<file path="src/rtl/cp0_pkg.sv">
// CP0 register numbers, exception codes and Status/Cause bit positions.
// Shared by the exception controller, its timer and the bench.
package cp0_pkg;

  localparam logic [4:0] REG_COUNT   = 5'd9;
  localparam logic [4:0] REG_COMPARE = 5'd11;
  localparam logic [4:0] REG_STATUS  = 5'd12;
  localparam logic [4:0] REG_CAUSE   = 5'd13;
  localparam logic [4:0] REG_EPC     = 5'd14;

  localparam logic [4:0] EXC_INT  = 5'd0;
  localparam logic [4:0] EXC_ADEL = 5'd4;
  localparam logic [4:0] EXC_ADES = 5'd5;
  localparam logic [4:0] EXC_SYS  = 5'd8;
  localparam logic [4:0] EXC_BP   = 5'd9;
  localparam logic [4:0] EXC_RI   = 5'd10;
  localparam logic [4:0] EXC_OV   = 5'd12;

  localparam int STATUS_IE     = 0;
  localparam int STATUS_EXL    = 1;
  localparam int STATUS_IM_LSB = 8;
  localparam int CAUSE_EXC_LSB = 2;
  localparam int CAUSE_IP_LSB  = 8;

  // Fixed priority: interrupt first, then the synchronous faults in pipeline order.
  function automatic logic [4:0] exc_code_sel(input logic irq, input logic ov,
                                              input logic adel, input logic ades,
                                              input logic sys, input logic bp,
                                              input logic ri);
    if (irq)       return EXC_INT;
    else if (ov)   return EXC_OV;
    else if (adel) return EXC_ADEL;
    else if (ades) return EXC_ADES;
    else if (sys)  return EXC_SYS;
    else if (bp)   return EXC_BP;
    else if (ri)   return EXC_RI;
    else           return EXC_INT;
  endfunction

endpackage

</file>
<file path="src/rtl/cp0_exception_ctrl_if.sv">
// Core <-> CP0 signal bundle: mtc0/mfc0 access, exception requests, eret, EPC/EXL.
// master = pipeline side, slave = CP0 side.
interface cp0_exception_ctrl_if #(
  parameter int DATA_WIDTH = 32,
  parameter int NUM_IRQ    = 8
);
  logic [NUM_IRQ-1:0]    interrupts;
  logic                  cop0write;
  logic [4:0]            writeaddress;
  logic [DATA_WIDTH-1:0] writecop0;
  logic [4:0]            readaddress;
  logic [DATA_WIDTH-1:0] cop0readdata;
  logic [DATA_WIDTH-1:0] pc;
  logic                  overflow;
  logic                  adel;
  logic                  ades;
  logic                  syscall;
  logic                  break_;
  logic                  ri;
  logic                  eret;
  logic                  pendingexception;
  logic [DATA_WIDTH-1:0] epc;
  logic                  exl;

  modport master (
    output interrupts, cop0write, writeaddress, writecop0, readaddress, pc,
           overflow, adel, ades, syscall, break_, ri, eret,
    input  cop0readdata, pendingexception, epc, exl
  );

  modport slave (
    input  interrupts, cop0write, writeaddress, writecop0, readaddress, pc,
           overflow, adel, ades, syscall, break_, ri, eret,
    output cop0readdata, pendingexception, epc, exl
  );
endinterface

</file>
<file path="src/rtl/cp0_timer.sv">
// Count/Compare timer: Count runs every cycle (mtc0 load wins), flag sets on match
// after update and is cleared by an mtc0 to Compare.
module cp0_timer #(
  parameter int DATA_WIDTH = 32
) (
  input  logic                  clk,
  input  logic                  reset,
  input  logic                  count_we,
  input  logic                  compare_we,
  input  logic [DATA_WIDTH-1:0] wdata,
  output logic [DATA_WIDTH-1:0] count,
  output logic [DATA_WIDTH-1:0] compare,
  output logic                  timer_flag
);

  logic [DATA_WIDTH-1:0] count_nxt;

  always_comb begin
    count_nxt = count_we ? wdata : count + 1'b1;
  end

  always_ff @(posedge clk) begin
    if (reset) begin
      count      <= '0;
      compare    <= '0;
      timer_flag <= 1'b0;
    end else begin
      count <= count_nxt;
      if (compare_we) begin
        compare    <= wdata;
        timer_flag <= 1'b0;
      end else if (count_nxt == compare) begin
        timer_flag <= 1'b1;
      end
    end
  end

endmodule

</file>
<file path="src/rtl/cp0_exception_ctrl.sv">
// CP0 Status/Cause/EPC and exception sequencing; exception commits one edge after request.
// Optional Count/Compare timer built only when CP0_TIMER_EN is defined.
module cp0_exception_ctrl
  import cp0_pkg::*;
#(
  parameter int DATA_WIDTH = 32,
  parameter int NUM_IRQ    = 8
) (
  input logic                 clk,
  input logic                 reset,
  cp0_exception_ctrl_if.slave bus
);

  logic                  ie;
  logic                  exl_q;
  logic [NUM_IRQ-1:0]    im;
  logic [4:0]            exc_code;
  logic [DATA_WIDTH-1:0] epc_q;
  logic [NUM_IRQ-1:0]    ip;
  logic                  timer_flag;
  logic [DATA_WIDTH-1:0] count_val;
  logic [DATA_WIDTH-1:0] compare_val;
  logic                  interrupt;
  logic                  sync_req;
  logic                  pending;
  logic [4:0]            win_code;
  logic [DATA_WIDTH-1:0] status_rd;
  logic [DATA_WIDTH-1:0] cause_rd;

`ifdef CP0_TIMER_EN
  cp0_timer #(.DATA_WIDTH(DATA_WIDTH)) u_timer (
    .clk        (clk),
    .reset      (reset),
    .count_we   (bus.cop0write && bus.writeaddress == REG_COUNT),
    .compare_we (bus.cop0write && bus.writeaddress == REG_COMPARE),
    .wdata      (bus.writecop0),
    .count      (count_val),
    .compare    (compare_val),
    .timer_flag (timer_flag)
  );
`else
  assign count_val   = '0;
  assign compare_val = '0;
  assign timer_flag  = 1'b0;
`endif

  // The timer shares the top interrupt line with external source NUM_IRQ-1.
  always_comb begin
    ip = bus.interrupts;
    ip[NUM_IRQ-1] = bus.interrupts[NUM_IRQ-1] | timer_flag;
  end

  assign interrupt = (|(ip & im)) & ie & ~exl_q;
  assign sync_req  = bus.overflow | bus.adel | bus.ades | bus.syscall | bus.break_ | bus.ri;
  assign pending   = interrupt | sync_req;
  assign win_code  = exc_code_sel(interrupt, bus.overflow, bus.adel, bus.ades,
                                  bus.syscall, bus.break_, bus.ri);

  assign bus.pendingexception = pending;
  assign bus.epc              = epc_q;
  assign bus.exl              = exl_q;

  always_ff @(posedge clk) begin
    if (reset) begin
      ie       <= 1'b0;
      exl_q    <= 1'b0;
      im       <= '0;
      exc_code <= '0;
      epc_q    <= '0;
    end else begin
      if (bus.cop0write && bus.writeaddress == REG_STATUS) begin
        ie <= bus.writecop0[STATUS_IE];
        im <= bus.writecop0[STATUS_IM_LSB +: NUM_IRQ];
      end
      // A taken exception overrides eret and any mtc0 to EPC on the same edge.
      if (pending) begin
        exl_q    <= 1'b1;
        exc_code <= win_code;
        if (!exl_q) epc_q <= bus.pc;
      end else begin
        if (bus.eret) exl_q <= 1'b0;
        if (bus.cop0write && bus.writeaddress == REG_EPC) epc_q <= bus.writecop0;
      end
    end
  end

  always_comb begin
    status_rd = '0;
    status_rd[STATUS_IE]  = ie;
    status_rd[STATUS_EXL] = exl_q;
    status_rd[STATUS_IM_LSB +: NUM_IRQ] = im;
    cause_rd = '0;
    cause_rd[CAUSE_EXC_LSB +: 5] = exc_code;
    cause_rd[CAUSE_IP_LSB +: NUM_IRQ] = ip;
  end

  always_comb begin
    case (bus.readaddress)
      REG_COUNT:   bus.cop0readdata = count_val;
      REG_COMPARE: bus.cop0readdata = compare_val;
      REG_STATUS:  bus.cop0readdata = status_rd;
      REG_CAUSE:   bus.cop0readdata = cause_rd;
      REG_EPC:     bus.cop0readdata = epc_q;
      default:     bus.cop0readdata = '0;
    endcase
  end

endmodule

</file>
<file path="src/flat_wrapper.sv">
// flat-port wrapper written by rule: the top's interface ports become plain ports
module cp0_exception_ctrl_flat import cp0_pkg::*;
#(
  parameter int DATA_WIDTH = 32,
  parameter int NUM_IRQ    = 8
)
  (clk, reset, bus_interrupts, bus_cop0write, bus_writeaddress, bus_writecop0, bus_readaddress, bus_pc, bus_overflow, bus_adel, bus_ades, bus_syscall, bus_break_, bus_ri, bus_eret, bus_cop0readdata, bus_pendingexception, bus_epc, bus_exl);
  cp0_exception_ctrl_if #(.DATA_WIDTH(DATA_WIDTH), .NUM_IRQ(NUM_IRQ)) bus_i ();
  input logic clk;
  input logic reset;
  input wire logic [$bits(bus_i.interrupts)-1:0] bus_interrupts;
  input wire logic [$bits(bus_i.cop0write)-1:0] bus_cop0write;
  input wire logic [$bits(bus_i.writeaddress)-1:0] bus_writeaddress;
  input wire logic [$bits(bus_i.writecop0)-1:0] bus_writecop0;
  input wire logic [$bits(bus_i.readaddress)-1:0] bus_readaddress;
  input wire logic [$bits(bus_i.pc)-1:0] bus_pc;
  input wire logic [$bits(bus_i.overflow)-1:0] bus_overflow;
  input wire logic [$bits(bus_i.adel)-1:0] bus_adel;
  input wire logic [$bits(bus_i.ades)-1:0] bus_ades;
  input wire logic [$bits(bus_i.syscall)-1:0] bus_syscall;
  input wire logic [$bits(bus_i.break_)-1:0] bus_break_;
  input wire logic [$bits(bus_i.ri)-1:0] bus_ri;
  input wire logic [$bits(bus_i.eret)-1:0] bus_eret;
  output wire logic [$bits(bus_i.cop0readdata)-1:0] bus_cop0readdata;
  output wire logic [$bits(bus_i.pendingexception)-1:0] bus_pendingexception;
  output wire logic [$bits(bus_i.epc)-1:0] bus_epc;
  output wire logic [$bits(bus_i.exl)-1:0] bus_exl;
  assign bus_i.interrupts = bus_interrupts;
  assign bus_i.cop0write = bus_cop0write;
  assign bus_i.writeaddress = bus_writeaddress;
  assign bus_i.writecop0 = bus_writecop0;
  assign bus_i.readaddress = bus_readaddress;
  assign bus_i.pc = bus_pc;
  assign bus_i.overflow = bus_overflow;
  assign bus_i.adel = bus_adel;
  assign bus_i.ades = bus_ades;
  assign bus_i.syscall = bus_syscall;
  assign bus_i.break_ = bus_break_;
  assign bus_i.ri = bus_ri;
  assign bus_i.eret = bus_eret;
  assign bus_cop0readdata = bus_i.cop0readdata;
  assign bus_pendingexception = bus_i.pendingexception;
  assign bus_epc = bus_i.epc;
  assign bus_exl = bus_i.exl;
  cp0_exception_ctrl #(.DATA_WIDTH(DATA_WIDTH), .NUM_IRQ(NUM_IRQ)) u_core (.clk(clk), .reset(reset), .bus(bus_i));
endmodule
</file>
<file path="config.mk">
export PLATFORM = sky130hd
export DESIGN_NAME = cp0_exception_ctrl_flat
export DESIGN_NICKNAME = d
export VERILOG_FILES = /design/src/rtl/cp0_pkg.sv /design/src/rtl/cp0_exception_ctrl_if.sv /design/src/rtl/cp0_timer.sv /design/src/rtl/cp0_exception_ctrl.sv /design/src/flat_wrapper.sv
export SDC_FILE = /design/constraint.sdc
export NUM_CORES = 1
export LEC_CHECK = 0
export BUFFER_PORTS_ARGS = -buffer_cell sky130_fd_sc_hd__buf_4
export CAP_MARGIN = 20
export CORE_UTILIZATION = 44
export CTS_CLUSTER_SIZE = 20
export DETAILED_ROUTE_END_ITERATION = 12
export PLACE_DENSITY = 0.9
export REMOVE_ABC_BUFFERS = 1
export SYNTH_ARGS = -nofsm -noshare
export SYNTH_HDL_FRONTEND = slang
export SYNTH_SLANG_ARGS = --single-unit
export TNS_END_PERCENT = 10
</file>
<file path="constraint.sdc">
create_clock -name clk -period 2.58 [get_ports clk]
set_input_delay 0.258 -clock clk [delete_from_list [all_inputs] [get_ports clk]]
set_output_delay 0.258 -clock clk [all_outputs]
set_load 0.01 [all_outputs]
</file>
==> impl_metrics.py <==
metrics = {
    "synthesis": {
        "synth_flop_cell": "dfxtp_1",
        "yosys-top-cells-area": "dfxtp_1 35%, o41ai_1 11%, a31oi_1 7.8%",
        "synth_edf_count": 0,
        "synthTopCellsByCount": "46 x dfxtp_1, 35 x nor2_1, 33 x a31oi_1, 33 x o21ai_0",
        "ys_async_sr_fraction": 0,
        "seq_area_frac_synth": 0.348,
        "netlist_instances": 331,
        "ys_types": 28,
        "yosysMostFrequentCell": "dfxtp_1",
        "ys_ff_latch": 46,
        "synth_area_leader_cell": "dfxtp_1",
        "yosys.area.top_type_share": 0.348,
        "synth_area_per_cell_um2": 7.99,
        "synth_area_um2": 2650,
        "synth_warnings": 0,
    },
    "clocking": {
        "clk_path_buf_depth": 2,
        "cts_resized": 0,
        "cts_sinks": 46,
        "insertion_delay_ns": 0.29,
        "clock-root-buffer": "clkbuf_8",
        "cts_tree": "built",
        "holdBufCountCts": 0,
        "numCtsBuffers": 5,
        "cts_setup_buffers": 0,
        "clkTransAtPathRegs_ns": 0.09,
        "htree_num_levels": 2,
    },
    "detailed_routing": {
        "ant_nets": 0,
        "avgRoutedWirePerCell_um": 17.5,
        "drt-total-wl_um": 9580,
        "route.detailed.drc": 0,
        "vias_per_cell": 6.09,
        "dr.pass1.iters": 5,
        "drtIter0Drc": 236,
        "dr_total_vias": 3327,
    },
    "sta": {
        "fin_crit_sh": 0.834,
        "finalMaxSlewViolations": 0,
        "rsz0062_at_grt": "no",
        "setup_violations": 0,
        "timing.final.ws_setup_ns": 0.429,
        "worst_slew_pin_slew_ns": 1.03,
        "clock_skew_ns": 0.00603,
        "hold_violations": 0,
        "fmax_ghz": 0.465,
        "max-slew-margin-rel": 0.311,
        "finalSetupTns_ns": 0,
        "post-route-min-period_ns": 2.15,
    },
    "placed_design": {
        "dpl_cell_area_um2": 3880,
        "dpl_worst_slack_ns": 0.525,
        "port-buffer-count": 157,
        "dpl.hpwl_um": 6840,
        "dp.cells": 538,
        "place_congestion": 0.860,
    },
    "power": {
        "finalPower_mw": 1.61,
        "power_density_nw_per_um2": 405,
        "total_leakage_power_nw": 1.81,
        "ir_drop_uv": 232,
    },
    "grt": {
        "grtUsageTotal": 0.293,
        "grt_pass1_vias": 3095,
        "gr-total-overflow": 0,
        "antenna_found_initial": 0,
        "grt_max_degree": 41,
        "grt_first_pass_wirelength_um": 14600,
    },
    "die": {
        "die_w_um": 79.5,
        "pin_count": 158,
        "die_y_um": 79.5,
        "row_count": 27,
        "start_util": 0.469,
        "core_area_um2": 5640,
        "die_area_um2": 6330,
    },
    "final_layout": {
        "drive_gt1_frac": 0.386,
        "fillers": 487,
        "layoutNonFillerInstCount": 546,
        "stdcell_area_um2": 3980,
        "fin_nets": 565,
        "antenna_cells": 0,
        "area_delta_synth_final_pct": 50.3,
    },
    "critical_path": {
        "cp-end-kind": "output port",
        "worstPathRequired_ns": 2.32,
        "crit_path_max_fanout": 34,
        "crit_type": "register to output port",
        "start_kind": "register",
        "worstPathArrival_ns": 1.89,
    },
    "job": {
        "maxCapViolCount": 0,
    },
    "status": {
        "status": "completed",
    },
    "hold_path": {
        "hold_class": "input port to register",
    },
}
where the power goes:
group / internal [mW] / switching [mW] / total [mW]
clock: 0.217 / 0.240 / 0.456
combinational: 0.203 / 0.161 / 0.364
sequential: 0.752 / 0.0363 / 0.789
worst paths after layout:
check                       startpoint                               to  slack, ns  cells after the start
max          u_core.im[1]$_SDFFE_PP0P_             bus_pendingexception       0.43                      5
min                       bus_overflow  u_core.exc_code[3]$_SDFFE_PP0P_       0.20                      2
max reg2reg  u_core.im[1]$_SDFFE_PP0P_   u_core.bus.epc[9]$_SDFFE_PP0P_       0.58                      5
min reg2reg     u_core.ie$_SDFFE_PP0P_           u_core.ie$_SDFFE_PP0P_       0.53                      2
cell families after synthesis:
logic type	count (synthesis)	synth area share
DFF	46	0.348
AOI/OAI and AO/OA	121	0.309
buffers and inverters	38	0.0639
muxes	19	0.0719
and+or+nand+nor	107	0.207
cell usage in the layout (no fill, tap or decap):
master    count
o211a_1       1
o41ai_1      32
nor4_1        1
nand3_1      32
a21oi_1      10
o41a_2        1
a21oi_4       1
a31oi_1      33
clkbuf_1      1
nor2_1       34
nand2_1       2
o21ai_0      33
clkinv_2      1
a22oi_1       4
mux2i_1      19
a22o_1        4
buf_4       171
nand3b_1      1
and2_1       18
o41ai_4       1
or3_1         4
inv_1         2
nand2b_1      2
nor2b_1       4
nor3_1        6
o21a_1        1
nand4b_1      1
nor4_4        1
nor2_2        1
dfxtp_1      46
clkbuf_8      6
area by class of cell:
cell class | count | area, um^2 | share of cell area
tap | 72 | 90.1 | 0.0227
clock inverter | 1 | 5.00 | 0.00126
clock buffer | 7 | 86.3 | 0.0217
timing repair buffer | 171 | 1280 | 0.323
sequential | 46 | 921 | 0.232
multi-input combinational | 247 | 1580 | 0.398
inverter | 2 | 7.51 | 0.00189
critical path: stages, from the launching register on:
cell     delay (ns)
dfxtp_1        0.34
a22o_1         0.25
o41ai_4        0.36
buf_4          0.39
nand2_1        0.09
buf_4          0.16
metrics by stage:
stage	utilization	hold slack [ns]
6_report	0.705	0.203
5_1_grt	0.705	0.191
4_1_cts	0.705	0.199
3_5_place_dp	0.688	0.510
3_3_place_gp	0.688	0.499
2_1_floorplan	-	0.327
state kept, by name, summed over array words and instances (netlist names):
register	count
u_core.ie	1
u_core.exc_code	4
u_core.im	8
u_core.bus.exl	1
u_core.bus.epc	32
routing by layer:
metal / routed length, um / vias up / GRT usage
li1: - / 1546 / -
met1: 3670 / 1562 / 0.346
met2: 4900 / 198 / 0.528
met3: 812 / 21 / 0.0537
met4: 202 / 0 / 0.0982
met5: 0 / - / 0
(Power assumes the default switching activity.)
